--- src/rtl/result_buffer_pkg.sv ---
// Shared sizing for the result buffer, its datapath top and its bench.
package result_buffer_pkg;
  localparam int unsigned RB_DATA_W = 16;
  localparam int unsigned RB_DEPTH  = 4;
  localparam int unsigned RB_ADDR_W = 2;
  localparam int unsigned RB_DROP_W = 8;
endpackage

--- src/rtl/result_buffer_if.sv ---
// Capture and consumer-side signals of the result buffer.
interface result_buffer_if
  import result_buffer_pkg::*;
#(
  parameter int unsigned DATA_W = RB_DATA_W,
  parameter int unsigned ADDR_W = RB_ADDR_W,
  parameter int unsigned DROP_W = RB_DROP_W
);
  logic              done;
  logic [DATA_W-1:0] result;
  logic [DATA_W-1:0] out_data;
  logic              out_valid;
  logic              out_ready;
  logic [ADDR_W:0]   count;
  logic              full;
  logic              overflow;
  logic [DROP_W-1:0] drop_cnt;

  modport slave (
    input  done, result, out_ready,
    output out_data, out_valid, count, full, overflow, drop_cnt
  );

  modport master (
    output done, result, out_ready,
    input  out_data, out_valid, count, full, overflow, drop_cnt
  );
endinterface

--- src/rtl/result_buffer_rise_detect.sv ---
// Turns the datapath done level into a one-cycle capture pulse.
module rise_detect (
  input  logic clk,
  input  logic reset,
  input  logic done,
  output logic cap
);
  logic done_q;
  logic done_d;

  always_comb begin
    done_d = done;
    cap    = done & ~done_q;
  end

  always_ff @(posedge clk or posedge reset) begin
    if (reset) done_q <= 1'b0;
    else       done_q <= done_d;
  end
endmodule

--- src/rtl/result_buffer.sv ---
// Result FIFO: captures on done rising edge, first-word fall-through read side,
// sticky overflow flag and saturating drop counter.
module result_buffer
  import result_buffer_pkg::*;
#(
  parameter int unsigned DATA_W = RB_DATA_W,
  parameter int unsigned DEPTH  = RB_DEPTH,
  parameter int unsigned ADDR_W = RB_ADDR_W,
  parameter int unsigned DROP_W = RB_DROP_W
) (
  input  logic            clk,
  input  logic            reset,
  result_buffer_if.slave  bus
);
  localparam logic [ADDR_W:0]   CNT_ONE  = (ADDR_W+1)'(1);
  localparam logic [ADDR_W:0]   CNT_FULL = (ADDR_W+1)'(DEPTH);
  localparam logic [ADDR_W-1:0] PTR_ONE  = ADDR_W'(1);
  localparam logic [DROP_W-1:0] DROP_ONE = DROP_W'(1);

  logic [DATA_W-1:0] mem_q [DEPTH];
  logic [DATA_W-1:0] mem_d [DEPTH];
  logic [ADDR_W-1:0] wr_ptr_q, wr_ptr_d;
  logic [ADDR_W-1:0] rd_ptr_q, rd_ptr_d;
  logic [ADDR_W:0]   count_q, count_d;
  logic              overflow_q, overflow_d;
  logic [DROP_W-1:0] drop_cnt_q, drop_cnt_d;

  logic cap, pop, wr_en, drop, full, out_valid;

  rise_detect u_rise_detect (
    .clk   (clk),
    .reset (reset),
    .done  (bus.done),
    .cap   (cap)
  );

  always_comb begin
    out_valid  = (count_q != '0);
    full       = (count_q == CNT_FULL);
    pop        = out_valid & bus.out_ready;
    // A pop on a full FIFO frees the slot the same edge, so the capture is kept.
    wr_en      = cap & (~full | pop);
    drop       = cap & full & ~pop;

    mem_d      = mem_q;
    wr_ptr_d   = wr_ptr_q;
    rd_ptr_d   = rd_ptr_q;
    count_d    = count_q;
    overflow_d = overflow_q;
    drop_cnt_d = drop_cnt_q;

    if (wr_en) begin
      mem_d[wr_ptr_q] = bus.result;
      wr_ptr_d        = wr_ptr_q + PTR_ONE;
    end
    if (pop) rd_ptr_d = rd_ptr_q + PTR_ONE;

    case ({wr_en, pop})
      2'b10:   count_d = count_q + CNT_ONE;
      2'b01:   count_d = count_q - CNT_ONE;
      default: count_d = count_q;
    endcase

    if (drop) begin
      overflow_d = 1'b1;
      if (drop_cnt_q != '1) drop_cnt_d = drop_cnt_q + DROP_ONE;
    end
  end

  always_ff @(posedge clk or posedge reset) begin
    if (reset) begin
      mem_q      <= '{default: '0};
      wr_ptr_q   <= '0;
      rd_ptr_q   <= '0;
      count_q    <= '0;
      overflow_q <= 1'b0;
      drop_cnt_q <= '0;
    end else begin
      mem_q      <= mem_d;
      wr_ptr_q   <= wr_ptr_d;
      rd_ptr_q   <= rd_ptr_d;
      count_q    <= count_d;
      overflow_q <= overflow_d;
      drop_cnt_q <= drop_cnt_d;
    end
  end

  assign bus.out_data  = mem_q[rd_ptr_q];
  assign bus.out_valid = out_valid;
  assign bus.count     = count_q;
  assign bus.full      = full;
  assign bus.overflow  = overflow_q;
  assign bus.drop_cnt  = drop_cnt_q;
endmodule

--- src/flat_wrapper.sv ---
// flat-port wrapper written by rule: the top's interface ports become plain ports
module result_buffer_flat import result_buffer_pkg::*;
#(
  parameter int unsigned DATA_W = RB_DATA_W,
  parameter int unsigned DEPTH  = RB_DEPTH,
  parameter int unsigned ADDR_W = RB_ADDR_W,
  parameter int unsigned DROP_W = RB_DROP_W
)
  (clk, reset, bus_done, bus_result, bus_out_ready, bus_out_data, bus_out_valid, bus_count, bus_full, bus_overflow, bus_drop_cnt);
  result_buffer_if #(.DATA_W(DATA_W), .ADDR_W(ADDR_W), .DROP_W(DROP_W)) bus_i ();
  input  logic clk;
  input  logic reset;
  input wire logic [$bits(bus_i.done)-1:0] bus_done;
  input wire logic [$bits(bus_i.result)-1:0] bus_result;
  input wire logic [$bits(bus_i.out_ready)-1:0] bus_out_ready;
  output wire logic [$bits(bus_i.out_data)-1:0] bus_out_data;
  output wire logic [$bits(bus_i.out_valid)-1:0] bus_out_valid;
  output wire logic [$bits(bus_i.count)-1:0] bus_count;
  output wire logic [$bits(bus_i.full)-1:0] bus_full;
  output wire logic [$bits(bus_i.overflow)-1:0] bus_overflow;
  output wire logic [$bits(bus_i.drop_cnt)-1:0] bus_drop_cnt;
  assign bus_i.done = bus_done;
  assign bus_i.result = bus_result;
  assign bus_i.out_ready = bus_out_ready;
  assign bus_out_data = bus_i.out_data;
  assign bus_out_valid = bus_i.out_valid;
  assign bus_count = bus_i.count;
  assign bus_full = bus_i.full;
  assign bus_overflow = bus_i.overflow;
  assign bus_drop_cnt = bus_i.drop_cnt;
  result_buffer #(.DATA_W(DATA_W), .DEPTH(DEPTH), .ADDR_W(ADDR_W), .DROP_W(DROP_W)) u_core (.clk(clk), .reset(reset), .bus(bus_i));
endmodule
--- config.mk ---
export PLATFORM = sky130hd
export DESIGN_NAME = result_buffer_flat
export DESIGN_NICKNAME = d
export VERILOG_FILES = /design/src/rtl/result_buffer_pkg.sv /design/src/rtl/result_buffer_if.sv /design/src/rtl/result_buffer_rise_detect.sv /design/src/rtl/result_buffer.sv /design/src/flat_wrapper.sv
export SDC_FILE = /design/constraint.sdc
export NUM_CORES = 1
export LEC_CHECK = 0
export ABC_AREA = 1
export BUFFER_PORTS_ARGS = -buffer_cell sky130_fd_sc_hd__buf_2
export CAP_MARGIN = 20
export CORE_MARGIN = 2
export CORE_UTILIZATION = 59
export CTS_CLUSTER_DIAMETER = 30
export DETAILED_ROUTE_END_ITERATION = 10
export GPL_TIMING_DRIVEN = 0
export MAX_ROUTING_LAYER = met4
export PLACE_DENSITY = 0.8
export SLEW_MARGIN = 0
export SYNTH_ARGS = -nofsm -noshare
export SYNTH_HDL_FRONTEND = slang
export SYNTH_SLANG_ARGS = --single-unit
--- constraint.sdc ---
create_clock -name clk -period 5.3 [get_ports clk]
set_input_delay 1.06 -clock clk [delete_from_list [all_inputs] [get_ports clk]]
set_output_delay 1.06 -clock clk [all_outputs]
set_load 0.1 [all_outputs]
# == Yosys cells after proc, flatten, opt, wreduce, memory -nomap -nowiden ==
# Index checks and enable logic that the tools add are counted.
# totals
register_bits,81
input_bits,20
out_inout_bits,30
word_cells,44
# op_classes
add_sub_neg,5
n_lt_le_gt_ge,3
n_eq_ne,4
muxes,7
n_bitwise,11
reduce_logical,4
# op_table
op,count
64-bit bitwise mux,1
16-bit 2-to-1 mux,3
16-bit binary-select mux with 2-bit select,1
16-bit demux with 2-bit select,1
"8-bit by 1-bit adder with 8-bit output, second input constant",1
"8-bit inequality test, second input constant",1
"3-bit >= comparator, second input constant",2
2-bit NOT with 3-bit output,2
3-bit one-hot mux with 2 select lines,1
1-bit bitwise AND,5
"2-bit by 1-bit adder with 2-bit output, second input constant",2
"3-bit by 1-bit adder with 3-bit output, second input constant",1
"3-bit == test, second input constant",1
"3-bit by 1-bit < comparator with 1-bit output, second input constant",1
1-bit NOT,3
3-bit nonzero test,1
"3-bit by 1-bit subtractor with 3-bit output, second input constant",1
"2-bit by 1-bit == test with 1-bit output, second input constant",1
"2-bit == test, second input constant",1
2-bit AND reduction,1
2-bit nonzero test,1
1-bit logical AND,1
1-bit OR,1

# == Depth between registers and ports, before layout ==
# logic_depth
depth_word,6
ltp_mapped,9
ltp_nobuf,9

# == Cells and area by module ==
# From an unflattened synthesis, not the netlist that was laid out.
# hier_totals
cells_unflattened,437
hier_area_um2,3693.5
# modules_own_cells
mod,instances,cells_each,area_each_um2,seq_area_each_um2
result_buffer,1,433,3654.8,2001.9
rise_detect,1,4,38.8,25.0

# == Worst setup path before layout ==
# OpenSTA, ideal clock, no wires.
# synth_timing
path_kind,register to output
start,register u_core.count_q[2] (netlist: u_core.bus.count[2])
end,output port bus_full
t_arrival_ns,3.271
required_time_ns,4.240
path_slack_ns,0.969
stages_incl_launch_ff,3
n_path_buf,0
path_cell_list,dfrtp_1 inv_1 nor3_1
# synth_between
elab_chain_len,1
# synth_lines
item,line_no,source
start: declaration,result_buffer.sv:24,"logic [ADDR_W:0] count_q, count_d;"
start signal: assignment,result_buffer.sv:82,count_q <= count_d;
3-bit == test,result_buffer.sv:39,full = (count_q == CNT_FULL);
end: declaration,flat_wrapper.sv:19,output wire logic [$bits(bus_i.full)-1:0] bus_full;
# No other way between the ends.

# == Final worst setup path ==
# layout_timing
start,register u_core.rd_ptr_q[1]
end,output port bus_out_data[7]
# layout_between
elab_chain_len,4
# layout_lines
item,line_no,source
start: declaration,result_buffer.sv:23,"logic [ADDR_W-1:0] rd_ptr_q, rd_ptr_d;"
start signal: assignment,result_buffer.sv:81,rd_ptr_q <= rd_ptr_d;
2-bit NOT with 3-bit output (not written as such),result_buffer.sv:88,assign bus.out_data = mem_q[rd_ptr_q];
16-bit binary-select mux with 2-bit select,result_buffer.sv:88,
16-bit 2-to-1 mux (not written as such) (2 in series),result_buffer.sv:88,
end: declaration,flat_wrapper.sv:16,output wire logic [$bits(bus_i.out_data)-1:0] bus_out_data;
# No other way between the ends. The select of a mux whose other input is x is not followed.

==> impl_results.md <==
* Status: completed
* Postcts setup bufs at 0
* Slowest stage delay, CP at 0.50 ns
* Largest net degree at the start of global routing at 63
* Core area at 6350 µm²
* Inserted Diodes at 0
* Buffers and inverters on the worst path at 3
* Root Buffer Master: clkbuf_8
* Antenna violations before repair at 0
* WL/cell at 15.4 µm
* Final hold slack at 0.475 ns
* Post-DR vias/cell at approximately 5.6
* DRC at 0
* Flops & latches, synth at 81
* Std cell rows at 29
* Clock Tree Buf Depth at 2
* Die height at between 80 and 90 µm
* Number of synthesized flops with an enable pin at 0
* GRT Residual Overflow at 0
* Net count, final at 529
* Setup tns final at 0 ns
* Seq/Total Area, Yosys at 0.525
* Worst endpoint required time at 4.24 ns
* Area grow syn2layout at 14.9%
* Main flop type after synthesis: dfrtp_1
* TritonCTS Buffers at 9
* Clock Skew at 0.00822 ns
* Cts hold-fix bufs at 0
* Final setup viols at 0
* Cell area after synthesis at around 3900 µm²
* RSZ-0062 raised after global routing: false
* Initial DRT Pass Iterations at 5
* Tmin final at 3.33 ns
* Number of DRC markers in iteration 0 at 283
* Largest cells by area after synthesis: dfrtp_1, nand2_1, o21ai_0
* Starting Density at 0.608
* Die ar. at 7210 µm²
* Share of cells above drive strength 1 at 0.183
* Worst rel slew slack at 0.627
* Net Count, Synth at 468
* First-pass GRT wire length at 15.3 mm
* Resize count post-CTS at 0
* Startpoint Class: flop
* Die width at between 80 and 90 µm
* Hold WC Path Type: reg2reg
* Top delay family on crit path: buffers and inverters
* Max-slew violation count at 0
* Via count at 3277
* Cells after Synth at 441
* Hold Vio Cnt, Final at 0
* CP max stage cell: dfrtp_1
* TritonCTS clock tree: built
* Async S/R FF share, synth at 1.00
* Vias in the first global route at roughly 3200
* Period utilization at 0.628
* Synth Warn # at 0
* Number of clock sinks at 81
* Skew-Pair Late Insertion Delay at 0.35 ns
* Max Freq at 0.301 GHz
* Post-DP HPWL at 5.95 mm
* Syn_area_per_cell at between 8 and 9 µm²
* Cell Chain, Critical Path: inv_1 > clkbuf_1 > o21ai_0 > o22ai_1 > buf_2
* Synth cell types at 26
* Crit path max fanout at 10
* CTS H-tree lvls at 3
* Tot GR Track Use at 0.280
* Critical Path AT at 2.27 ns
* Critical path capture point type: primary output
* PortBufs at between 40 and 50
* Clock transition at path regs at 0.08 ns
* Io pins at 50
* Max-cap viol count at 0
* Worst slew pin tran at 0.560 ns
* Routed Antenna Nets at 0
* Final WL at 9.00 mm
* RD Place Congestion at approximately 0.85
* Synth top area share at 0.525
* Setup CP Type: reg2out
* Commonest cells in the synthesized netlist: nand2_1, dfrtp_1, o21ai_0
* Leading area contributor after synthesis: dfrtp_1
* Top-count cell post-synth: nand2_1
cell usage in the layout, fill, tap and decap left out, types with 2 or more instances in the layout:
master,netlist,final
nor2_1,39,39
clkbuf_8,0,10
o21ai_0,58,58
buf_2,4,53
a21oi_1,3,3
nor2_4,2,2
buf_4,2,2
clkinv_4,0,2
ha_1,6,6
clkbuf_1,5,6
dfrtp_1,81,81
nand3_1,10,10
nand4_1,2,2
nand2_1,108,108
xor2_1,4,4
inv_1,36,35
o21ai_1,42,42
nand3_4,5,5
buf_6,10,10
o22ai_1,16,16
registers in the layout (all words and copies together) (netlist names):
| name | count |
|---|---|
| u_core.bus.count | 3 |
| u_core.bus.drop_cnt | 8 |
| u_core.bus.overflow | 1 |
| u_core.mem_q | 64 |
| u_core.rd_ptr_q | 2 |
| u_core.u_rise_detect.done_q | 1 |
| u_core.wr_ptr_q | 2 |
final timing paths:
check	start	end	slack, ns	cells past startpoint
setup / recovery	u_core.rd_ptr_q[1]$_DFFE_PP0P_	bus_out_data[7]	1.97	5
hold / removal	u_core.bus.overflow$_DFFE_PP0P_	u_core.bus.overflow$_DFFE_PP0P_	0.47	1
setup reg to reg	u_core.bus.count[0]$_DFFE_PP0P_	u_core.bus.count[2]$_DFFE_PP0P_	3.14	9
hold reg to reg	u_core.bus.overflow$_DFFE_PP0P_	u_core.bus.overflow$_DFFE_PP0P_	0.47	1
max in group asynchronous	reset	u_core.bus.drop_cnt[0]$_DFFE_PP0P_	4.06	3
min in group asynchronous	reset	u_core.mem_q[12]$_DFFE_PP0P_	0.66	2
logic make-up (layout without fill, tap and decap cells):
group / count (synthesis) / in the layout / share of synthesized area
adders and majority gates: 7 / 7 / 0.0246
and+or+nand+nor: 171 / 171 / 0.200
xor gates and xnor gates: 5 / 5 / 0.0113
AOI/OAI and AO/OA: 119 / 119 / 0.159
DFF: 81 / 81 / 0.525
buffers and inverters: 58 / 124 / 0.0791
layout make-up:
type,count,area (µm²)
clock buffers,11,141
well taps,77,96.3
clock inverters,5,63.8
multi-input cells,302,1530
inverters,36,138
fillers,506,1910
flip-flops and latches,81,2030
repair buffers,50,273
plain buffers,22,170
metal layers:
layer,routed length (µm),share of wire,vias up,global-route usage
li1,-,-,1563,-
met1,3880,0.43,1568,0.375
met2,4420,0.49,131,0.429
met3,531,0.059,15,0.0331
met4,176,0.020,0,0.139
met5,0,0,-,-
per-stage QoR:
| step | cell area [µm²] | utilization | std cells | setup WS [ns] |
|---|---|---|---|---|
| floorplan | 3860 | - | 441 | 0.969 |
| global placement | 4200 | 0.662 | 567 | 1.22 |
| detailed placement | 4230 | 0.666 | 568 | 2.38 |
| CTS | 4440 | 0.699 | 584 | 2.00 |
| global route | 4440 | 0.699 | 584 | 1.84 |
| finish | 4440 | 0.699 | 584 | 1.97 |
Power is left out: the tool's default activity adds up to more than one toggle a clock period on the data nets, which glitch-free logic cannot reach.
